## config.mk

```make
export PLATFORM = sky130hd
export DESIGN_NAME = dram_bank_timing_ctrl_flat
export DESIGN_NICKNAME = d
export VERILOG_FILES = /design/src/rtl/dram_bank_timing_ctrl_if.sv /design/src/rtl/dram_bank_timing_ctrl.sv /design/src/flat_wrapper.sv
export SDC_FILE = /design/constraint.sdc
export NUM_CORES = 1
export LEC_CHECK = 0
export BUFFER_PORTS_ARGS = -buffer_cell sky130_fd_sc_hd__buf_2
export CELL_PAD_IN_SITES_DETAIL_PLACEMENT = 1
export CELL_PAD_IN_SITES_GLOBAL_PLACEMENT = 2
export CORE_ASPECT_RATIO = 0.5
export CORE_MARGIN = 2
export CORE_UTILIZATION = 40
export DETAILED_ROUTE_END_ITERATION = 12
export PLACE_DENSITY_LB_ADDON = 0.1
export SYNTH_ARGS = -nofsm -noshare
export SYNTH_HDL_FRONTEND = slang
export SYNTH_SLANG_ARGS = --single-unit
```

## constraint.sdc

```tcl
create_clock -name CLK -period 2.7 [get_ports CLK]
set_clock_uncertainty 0.05 [all_clocks]
set_input_delay 0.135 -clock CLK [delete_from_list [all_inputs] [get_ports CLK]]
set_output_delay 0.135 -clock CLK [all_outputs]
set_load 0.01 [all_outputs]
```

## src/rtl/dram_bank_timing_ctrl_if.sv

```systemverilog
// rtl/dram_bank_timing_ctrl_if.sv - command input and timing-signal bundle for dram_bank_timing_ctrl
interface dram_bank_timing_ctrl_if #(
    parameter int NUM_BANKS = 4
);
    logic                         cmd_valid;
    logic [2:0]                   cmd_type;
    logic [$clog2(NUM_BANKS)-1:0] cmd_bank;
    logic [NUM_BANKS-1:0]         tACT_done;
    logic [NUM_BANKS-1:0]         tRD_done;
    logic [NUM_BANKS-1:0]         tWR_done;
    logic [NUM_BANKS-1:0]         tPRE_done;
    logic                         tREF_done;
    logic                         rf_req;
    logic                         rd_en;
    logic                         wr_en;
    logic                         clear;
    logic [NUM_BANKS-1:0]         bank_open;
    logic                         cmd_err;

    modport master (
        output cmd_valid, cmd_type, cmd_bank,
        input  tACT_done, tRD_done, tWR_done, tPRE_done, tREF_done,
        input  rf_req, rd_en, wr_en, clear, bank_open, cmd_err
    );

    modport slave (
        input  cmd_valid, cmd_type, cmd_bank,
        output tACT_done, tRD_done, tWR_done, tPRE_done, tREF_done,
        output rf_req, rd_en, wr_en, clear, bank_open, cmd_err
    );
endinterface

```

## src/rtl/dram_bank_timing_ctrl.sv

```systemverilog
// rtl/dram_bank_timing_ctrl.sv - per-bank DRAM timing tracker with shared data-bus windows and refresh interval
module dram_bank_timing_ctrl #(
    parameter int NUM_BANKS = 4,
    parameter int tRCD      = 14,
    parameter int tCL       = 14,
    parameter int tCWL      = 12,
    parameter int tBURST    = 4,
    parameter int tWR       = 16,
    parameter int tRP       = 14,
    parameter int tRFC      = 260,
    parameter int tREFI     = 7800,
    parameter int CNT_W     = 16
) (
    input  logic                   CLK,
    input  logic                   nRST,
    dram_bank_timing_ctrl_if.slave bus
);
    localparam int BANK_W = $clog2(NUM_BANKS);
    localparam logic [2:0] CMD_NOP = 3'd0;
    localparam logic [2:0] CMD_ACT = 3'd1;
    localparam logic [2:0] CMD_RD  = 3'd2;
    localparam logic [2:0] CMD_WR  = 3'd3;
    localparam logic [2:0] CMD_PRE = 3'd4;
    localparam logic [2:0] CMD_REF = 3'd5;
    localparam logic [CNT_W-1:0] ONE = CNT_W'(1);

    typedef enum logic [2:0] {
        IDLE, ACTIVATING, ACTIVE, READING, WRITING, PRECHARGING
    } bank_state_t;

    bank_state_t          state_q [NUM_BANKS];
    bank_state_t          state_d [NUM_BANKS];
    logic [CNT_W-1:0]     timer_q [NUM_BANKS];
    logic [CNT_W-1:0]     timer_d [NUM_BANKS];
    logic [NUM_BANKS-1:0] act_done_q, rd_done_q, wr_done_q, pre_done_q;
    logic [NUM_BANKS-1:0] act_done_d, rd_done_d, wr_done_d, pre_done_d;
    logic                 refreshing_q, refreshing_d;
    logic [CNT_W-1:0]     ref_timer_q, ref_timer_d;
    logic                 ref_done_q, ref_done_d;
    logic [CNT_W-1:0]     refi_cnt_q, refi_cnt_d;
    logic                 rf_req_q, rf_req_d;
    logic                 err_q, err_d;
    logic [BANK_W-1:0]    cb;
    logic                 col_busy, all_idle, rd_win, wr_win;
    logic [NUM_BANKS-1:0] open_c;

    assign cb = bus.cmd_bank;

    always_ff @(posedge CLK or negedge nRST) begin
        if (!nRST) begin
            for (int b = 0; b < NUM_BANKS; b++) begin
                state_q[b] <= IDLE;
                timer_q[b] <= '0;
            end
            act_done_q   <= '0;
            rd_done_q    <= '0;
            wr_done_q    <= '0;
            pre_done_q   <= '0;
            refreshing_q <= 1'b0;
            ref_timer_q  <= '0;
            ref_done_q   <= 1'b0;
            refi_cnt_q   <= '0;
            rf_req_q     <= 1'b0;
            err_q        <= 1'b0;
        end else begin
            for (int b = 0; b < NUM_BANKS; b++) begin
                state_q[b] <= state_d[b];
                timer_q[b] <= timer_d[b];
            end
            act_done_q   <= act_done_d;
            rd_done_q    <= rd_done_d;
            wr_done_q    <= wr_done_d;
            pre_done_q   <= pre_done_d;
            refreshing_q <= refreshing_d;
            ref_timer_q  <= ref_timer_d;
            ref_done_q   <= ref_done_d;
            refi_cnt_q   <= refi_cnt_d;
            rf_req_q     <= rf_req_d;
            err_q        <= err_d;
        end
    end

    // Window decode: the last read beat coincides with the done cycle, when the bank is already ACTIVE.
    always_comb begin
        col_busy = 1'b0;
        all_idle = 1'b1;
        rd_win   = 1'b0;
        wr_win   = 1'b0;
        open_c   = '0;
        for (int b = 0; b < NUM_BANKS; b++) begin
            if (state_q[b] == READING || state_q[b] == WRITING) col_busy = 1'b1;
            if (state_q[b] != IDLE) all_idle = 1'b0;
            open_c[b] = (state_q[b] == ACTIVE) || (state_q[b] == READING) || (state_q[b] == WRITING);
            if (state_q[b] == READING && timer_q[b] < CNT_W'(tBURST)) rd_win = 1'b1;
            if (state_q[b] == WRITING && timer_q[b] >= CNT_W'(tWR)
                && timer_q[b] < CNT_W'(tWR + tBURST)) wr_win = 1'b1;
        end
    end

    always_comb begin
        act_done_d   = '0;
        rd_done_d    = '0;
        wr_done_d    = '0;
        pre_done_d   = '0;
        refreshing_d = refreshing_q;
        ref_timer_d  = ref_timer_q;
        ref_done_d   = 1'b0;
        rf_req_d     = rf_req_q;
        err_d        = 1'b0;
        refi_cnt_d   = (refi_cnt_q == CNT_W'(tREFI - 1)) ? '0 : refi_cnt_q + ONE;
        for (int b = 0; b < NUM_BANKS; b++) begin
            state_d[b] = state_q[b];
            timer_d[b] = timer_q[b];
            if (state_q[b] != IDLE && state_q[b] != ACTIVE) begin
                timer_d[b] = timer_q[b] - ONE;
                if (timer_q[b] == ONE) begin
                    case (state_q[b])
                        ACTIVATING:  begin state_d[b] = ACTIVE; act_done_d[b] = 1'b1; end
                        READING:     begin state_d[b] = ACTIVE; rd_done_d[b]  = 1'b1; end
                        WRITING:     begin state_d[b] = ACTIVE; wr_done_d[b]  = 1'b1; end
                        PRECHARGING: begin state_d[b] = IDLE;   pre_done_d[b] = 1'b1; end
                        default:     state_d[b] = state_q[b];
                    endcase
                end
            end
        end
        if (refreshing_q) begin
            ref_timer_d = ref_timer_q - ONE;
            if (ref_timer_q == ONE) begin
                refreshing_d = 1'b0;
                ref_done_d   = 1'b1;
            end
        end
        // Commands only ever act on IDLE/ACTIVE banks, so they never collide with an expiry above.
        if (bus.cmd_valid && bus.cmd_type != CMD_NOP) begin
            if (refreshing_q) begin
                err_d = 1'b1;
            end else begin
                case (bus.cmd_type)
                    CMD_ACT: if (state_q[cb] == IDLE) begin
                        state_d[cb] = ACTIVATING;
                        timer_d[cb] = CNT_W'(tRCD - 1);
                    end else err_d = 1'b1;
                    CMD_RD: if (state_q[cb] == ACTIVE && !col_busy) begin
                        state_d[cb] = READING;
                        timer_d[cb] = CNT_W'(tCL + tBURST - 1);
                    end else err_d = 1'b1;
                    CMD_WR: if (state_q[cb] == ACTIVE && !col_busy) begin
                        state_d[cb] = WRITING;
                        timer_d[cb] = CNT_W'(tCWL + tBURST + tWR - 1);
                    end else err_d = 1'b1;
                    CMD_PRE: if (state_q[cb] == ACTIVE) begin
                        state_d[cb] = PRECHARGING;
                        timer_d[cb] = CNT_W'(tRP - 1);
                    end else if (state_q[cb] == IDLE) begin
                        pre_done_d[cb] = 1'b1;
                    end else err_d = 1'b1;
                    CMD_REF: if (all_idle) begin
                        refreshing_d = 1'b1;
                        ref_timer_d  = CNT_W'(tRFC - 1);
                        rf_req_d     = 1'b0;
                    end else err_d = 1'b1;
                    default: err_d = 1'b1;
                endcase
            end
        end
        if (refi_cnt_q == CNT_W'(tREFI - 1)) rf_req_d = 1'b1;
    end

    assign bus.tACT_done = act_done_q;
    assign bus.tRD_done  = rd_done_q;
    assign bus.tWR_done  = wr_done_q;
    assign bus.tPRE_done = pre_done_q;
    assign bus.tREF_done = ref_done_q;
    assign bus.rf_req    = rf_req_q;
    assign bus.rd_en     = rd_win | (|rd_done_q);
    assign bus.wr_en     = wr_win;
    assign bus.clear     = (|act_done_q) | (|rd_done_q) | (|wr_done_q) | (|pre_done_q) | ref_done_q;
    assign bus.bank_open = open_c;
    assign bus.cmd_err   = err_q;
endmodule

```

## src/flat_wrapper.sv

```systemverilog
// flat-port wrapper written by rule: the top's interface ports become plain ports
module dram_bank_timing_ctrl_flat 
#(
    parameter int NUM_BANKS = 4,
    parameter int tRCD      = 14,
    parameter int tCL       = 14,
    parameter int tCWL      = 12,
    parameter int tBURST    = 4,
    parameter int tWR       = 16,
    parameter int tRP       = 14,
    parameter int tRFC      = 260,
    parameter int tREFI     = 7800,
    parameter int CNT_W     = 16
)
  (CLK, nRST, bus_cmd_valid, bus_cmd_type, bus_cmd_bank, bus_tACT_done, bus_tRD_done, bus_tWR_done, bus_tPRE_done, bus_tREF_done, bus_rf_req, bus_rd_en, bus_wr_en, bus_clear, bus_bank_open, bus_cmd_err);
  dram_bank_timing_ctrl_if #(.NUM_BANKS(NUM_BANKS)) bus_i ();
  input  logic CLK;
  input  logic nRST;
  input wire logic [$bits(bus_i.cmd_valid)-1:0] bus_cmd_valid;
  input wire logic [$bits(bus_i.cmd_type)-1:0] bus_cmd_type;
  input wire logic [$bits(bus_i.cmd_bank)-1:0] bus_cmd_bank;
  output wire logic [$bits(bus_i.tACT_done)-1:0] bus_tACT_done;
  output wire logic [$bits(bus_i.tRD_done)-1:0] bus_tRD_done;
  output wire logic [$bits(bus_i.tWR_done)-1:0] bus_tWR_done;
  output wire logic [$bits(bus_i.tPRE_done)-1:0] bus_tPRE_done;
  output wire logic [$bits(bus_i.tREF_done)-1:0] bus_tREF_done;
  output wire logic [$bits(bus_i.rf_req)-1:0] bus_rf_req;
  output wire logic [$bits(bus_i.rd_en)-1:0] bus_rd_en;
  output wire logic [$bits(bus_i.wr_en)-1:0] bus_wr_en;
  output wire logic [$bits(bus_i.clear)-1:0] bus_clear;
  output wire logic [$bits(bus_i.bank_open)-1:0] bus_bank_open;
  output wire logic [$bits(bus_i.cmd_err)-1:0] bus_cmd_err;
  assign bus_i.cmd_valid = bus_cmd_valid;
  assign bus_i.cmd_type = bus_cmd_type;
  assign bus_i.cmd_bank = bus_cmd_bank;
  assign bus_tACT_done = bus_i.tACT_done;
  assign bus_tRD_done = bus_i.tRD_done;
  assign bus_tWR_done = bus_i.tWR_done;
  assign bus_tPRE_done = bus_i.tPRE_done;
  assign bus_tREF_done = bus_i.tREF_done;
  assign bus_rf_req = bus_i.rf_req;
  assign bus_rd_en = bus_i.rd_en;
  assign bus_wr_en = bus_i.wr_en;
  assign bus_clear = bus_i.clear;
  assign bus_bank_open = bus_i.bank_open;
  assign bus_cmd_err = bus_i.cmd_err;
  dram_bank_timing_ctrl #(.NUM_BANKS(NUM_BANKS), .tRCD(tRCD), .tCL(tCL), .tCWL(tCWL), .tBURST(tBURST), .tWR(tWR), .tRP(tRP), .tRFC(tRFC), .tREFI(tREFI), .CNT_W(CNT_W)) u_core (.CLK(CLK), .nRST(nRST), .bus(bus_i));
endmodule
```

==> impl_metrics.json <==
{
  "outcome": "completed",
  "cts_tree": "yes",
  "synth_area_um2": 6980,
  "fmax_mhz": 380,
  "startpoint_type": "register",
  "clock_latency_ns": 0.43,
  "yosys_warnings": 0,
  "gp_congestion": 0.838,
  "die-area_um2": 18600,
  "synth_compound_area_frac": 0.0929,
  "grt_pass1_vias": 6105,
  "clock_power_share": 0.310,
  "max_slew_margin": 0.528,
  "post_drt_wl_per_cell_um": 18.9,
  "p_leak_nw": 3.47,
  "synthMuxAreaShare": 0.0124,
  "required_ns": 2.52,
  "p_sw_mw": 2.97,
  "worstSetupPathType": "reg -> out",
  "final_util": 0.476,
  "htreeDepth": 4,
  "worst-path-buf-inv": 1,
  "crit_path_cell_trace": "or4_4 -> or3_4 -> nor3_1 -> a32oi_1 -> nand3_1 -> buf_2",
  "async_flop_share": 1.00,
  "fp.dieW_um": 191,
  "timing.rr.start": "u_core.state_q[11]",
  "synth_cell_types": 69,
  "path_max_fanout": 4,
  "grt_max_degree": 71,
  "pwr-share-comb": 0.316,
  "ioPinCount": 34,
  "setup_tns_ns": 0,
  "synth_edf_count": 0,
  "ys_seq_area_frac": 0.459,
  "setup_viol_count_final": 0,
  "core_um2": 17200,
  "clk_pin_slew_ns": 0.06,
  "grt_setup_unrepaired": "false",
  "yosysMostFrequentCell": "dfrtp_1",
  "preCtsSetupSlack_ns": 0.199,
  "finalHoldViolCount": 0,
  "crit_end": "bus_wr_en",
  "synth-simple-area-share": 0.274,
  "yosysTopAreaCellShare": 0.459,
  "critPathMaxStageDelay_ns": 0.54,
  "swShare": 0.368,
  "period_needed_ns": 2.63,
  "post_cts_buffers": 0,
  "grt_pass1_wl_um": 32800,
  "drive_above_1_share": 0.150,
  "synth_fp_nets": 751,
  "synth.area.top_cells": "dfrtp_1 46%, xnor2_1 6.2%, nor2_1 6.0%",
  "synthFlopType": "dfrtp_1",
  "worstMarginPinSlew_ns": 0.707,
  "drt_pre_antenna_iters": 4,
  "crit_start": "u_core.timer_q[42]",
  "synth-adder-area-share": 0.0215,
  "hp-start": "bus_cmd_bank[0]",
  "vias": 5687,
  "r2r-end": "u_core.timer_q[49]",
  "gr-total-overflow": 0,
  "nets": 806,
  "finalWirelength_um": 19600,
  "cp-end-kind": "primary output",
  "worstRegToRegCells": 5,
  "first_iter_violations": 259,
  "reg2reg_slack_ns": 0.32,
  "cellPowerDensity_nw_per_um2": 983,
  "synth_area_leader_cell": "dfrtp_1",
  "synth_top_family_by_area": "simple AND/OR/NAND/NOR gates",
  "start_util": 0.405,
  "whs_ns": 0.108,
  "p_int_mw": 5.09,
  "dp_hpwl_um": 13800,
  "crit_arrival_ns": 2.45,
  "cts_buffers": 17,
  "die_h_um": 97.4,
  "cp_top_family": "simple AND/OR/NAND/NOR gates",
  "postSynthCellCount": 731,
  "area_delta_synth_final_pct": 17.6,
  "path_depth": 6,
  "viasPerCell": 5.50,
  "cts-root-buf": "clkbuf_16",
  "fin_ws_ns": 0.0684,
  "drc": 0,
  "synth_common_cells": "128 x dfrtp_1, 111 x nor2_1, 49 x xnor2_1",
  "antenna_found_initial": 1,
  "portBuffers": 33,
  "hp-class": "in -> reg",
  "seqPwrFrac": 0.374,
  "grt.total_usage": 0.227,
  "max-vdd-ir-drop_mv": 0.451,
  "min_period_over_period": 0.975,
  "critPathSlowestCell": "or4_4",
  "num_rows": 34,
  "slew_viol_final": 0,
  "clock_path_buffers": 2,
  "ys_ff_latch": 128,
  "cts.sinks": 128,
  "synth_xor_area_frac": 0.109,
  "synth_area_per_cell_um2": 9.55,
  "cap_violations": 0,
  "ant_nets": 0
}
[power groups by stage]
| stage | clock network, mW | registers, mW | logic [mW] |
|---|---|---|---|
| 2_1_floorplan | 0 | 2.77 | 1.93 |
| 3_3_place_gp | 0 | 3.02 | 2.48 |
| 3_5_place_dp | 0 | 3.02 | 2.53 |
| 4_1_cts | 2.55 | 3.00 | 2.55 |
| 5_1_grt | 2.65 | 3.11 | 2.87 |
| 6_report | 2.50 | 3.02 | 2.55 |
[layout make-up]
cell class,instances,area [um^2]
fill,1983,9020
multi-input combinational,553,3580
sequential,128,3200
clock buffer,19,443
timing repair buffer,65,417
tap,234,293
clock inverter,13,188
inverter,21,78.8
antenna,1,2.50
[metal layers]
metal  part of all wire  up-vias  GRT usage
met5                  0        -          0
met4              0.023        0     0.0799
met3              0.036       28     0.0451
met2               0.44       88      0.343
met1               0.50     2843      0.323
li1                   -     2728          -
[cell usage in the layout (no fill, tap or decap), drive strengths merged, types with 7 or more instances in the layout]
cell type / netlist / layout
nand3b: 7 / 7
a21oi: 25 / 25
nor3: 33 / 33
nand2b: 16 / 16
buf: 11 / 63
or4: 16 / 16
ha: 12 / 12
xor2: 38 / 38
nor2b: 8 / 8
nand2: 32 / 32
nor2: 112 / 112
nand3: 23 / 23
nor4: 34 / 34
nor3b: 9 / 9
dfrtp: 128 / 128
a21o: 7 / 7
xnor2: 49 / 49
nand4: 15 / 15
clkbuf: 18 / 19
o21ai: 22 / 22
inv: 21 / 21
and3: 8 / 8
[timing repair]
item	CTS	global route
endpoints found under the hold margin	67	0
gates resized for setup	0	3
hold buffers	2	0
setup endpoints to repair	0	2
[state kept, by name, summed over array words and instances, names as in the netlist]
signal and cells:
u_core.timer_q 64, u_core.ref_timer_q 16, u_core.refi_cnt_q 16, u_core.state_q 12, u_core.bus.tACT_done 4, u_core.bus.tPRE_done 4, u_core.bus.tRD_done 4, u_core.bus.tWR_done 4
u_core.bus.cmd_err 1, u_core.bus.rf_req 1, u_core.bus.tREF_done 1, u_core.refreshing_q 1
[kinds of logic (layout without fill, tap and decap cells)]
logic type,after synthesis,count (layout)
adder cells (fa/ha/maj),12,12
multiplexers,7,7
XOR/XNOR,87,87
flip-flops,128,128
other,0,1
buffers and inverters,50,118
AO/OA/AOI/OAI,98,98
AND/OR/NAND/NOR,349,349
[how the worst min path moves through the flow]
| stage | depth (start not counted) | slack, ns | endpoint |
|---|---|---|---|
| 3_3_place_gp | 1 | 0.14 | u_core.timer_q[60] |
| 3_5_place_dp | 1 | 0.15 | u_core.timer_q[60] |
| 4_1_cts | 3 | 0.08 | u_core.state_q[8] |
| 6_report | 3 | 0.11 | u_core.state_q[8] |
| 5_1_grt | 3 | 0.11 | u_core.state_q[8] |
| 2_1_floorplan | 0 | -0.21 | u_core.bus.cmd_err |
[tightest hold or removal path: stages]
cell and delay [ns]:
buf_2 0.19, nand2b_1 0.13, o2bb2ai_1 0.08
[per-stage QoR]
step | cell area [um^2] | instances | total power, mW
4_1_cts | 8190 | 1033 | 8.11
5_1_grt | 8210 | 1034 | 8.62
3_5_place_dp | 7540 | 999 | 5.55
6_report | 8210 | 1034 | 8.06
3_3_place_gp | 7540 | 999 | 5.49
2_1_floorplan | 6980 | 731 | 4.70
No activity file was read; power rests on OpenSTA's default activity.
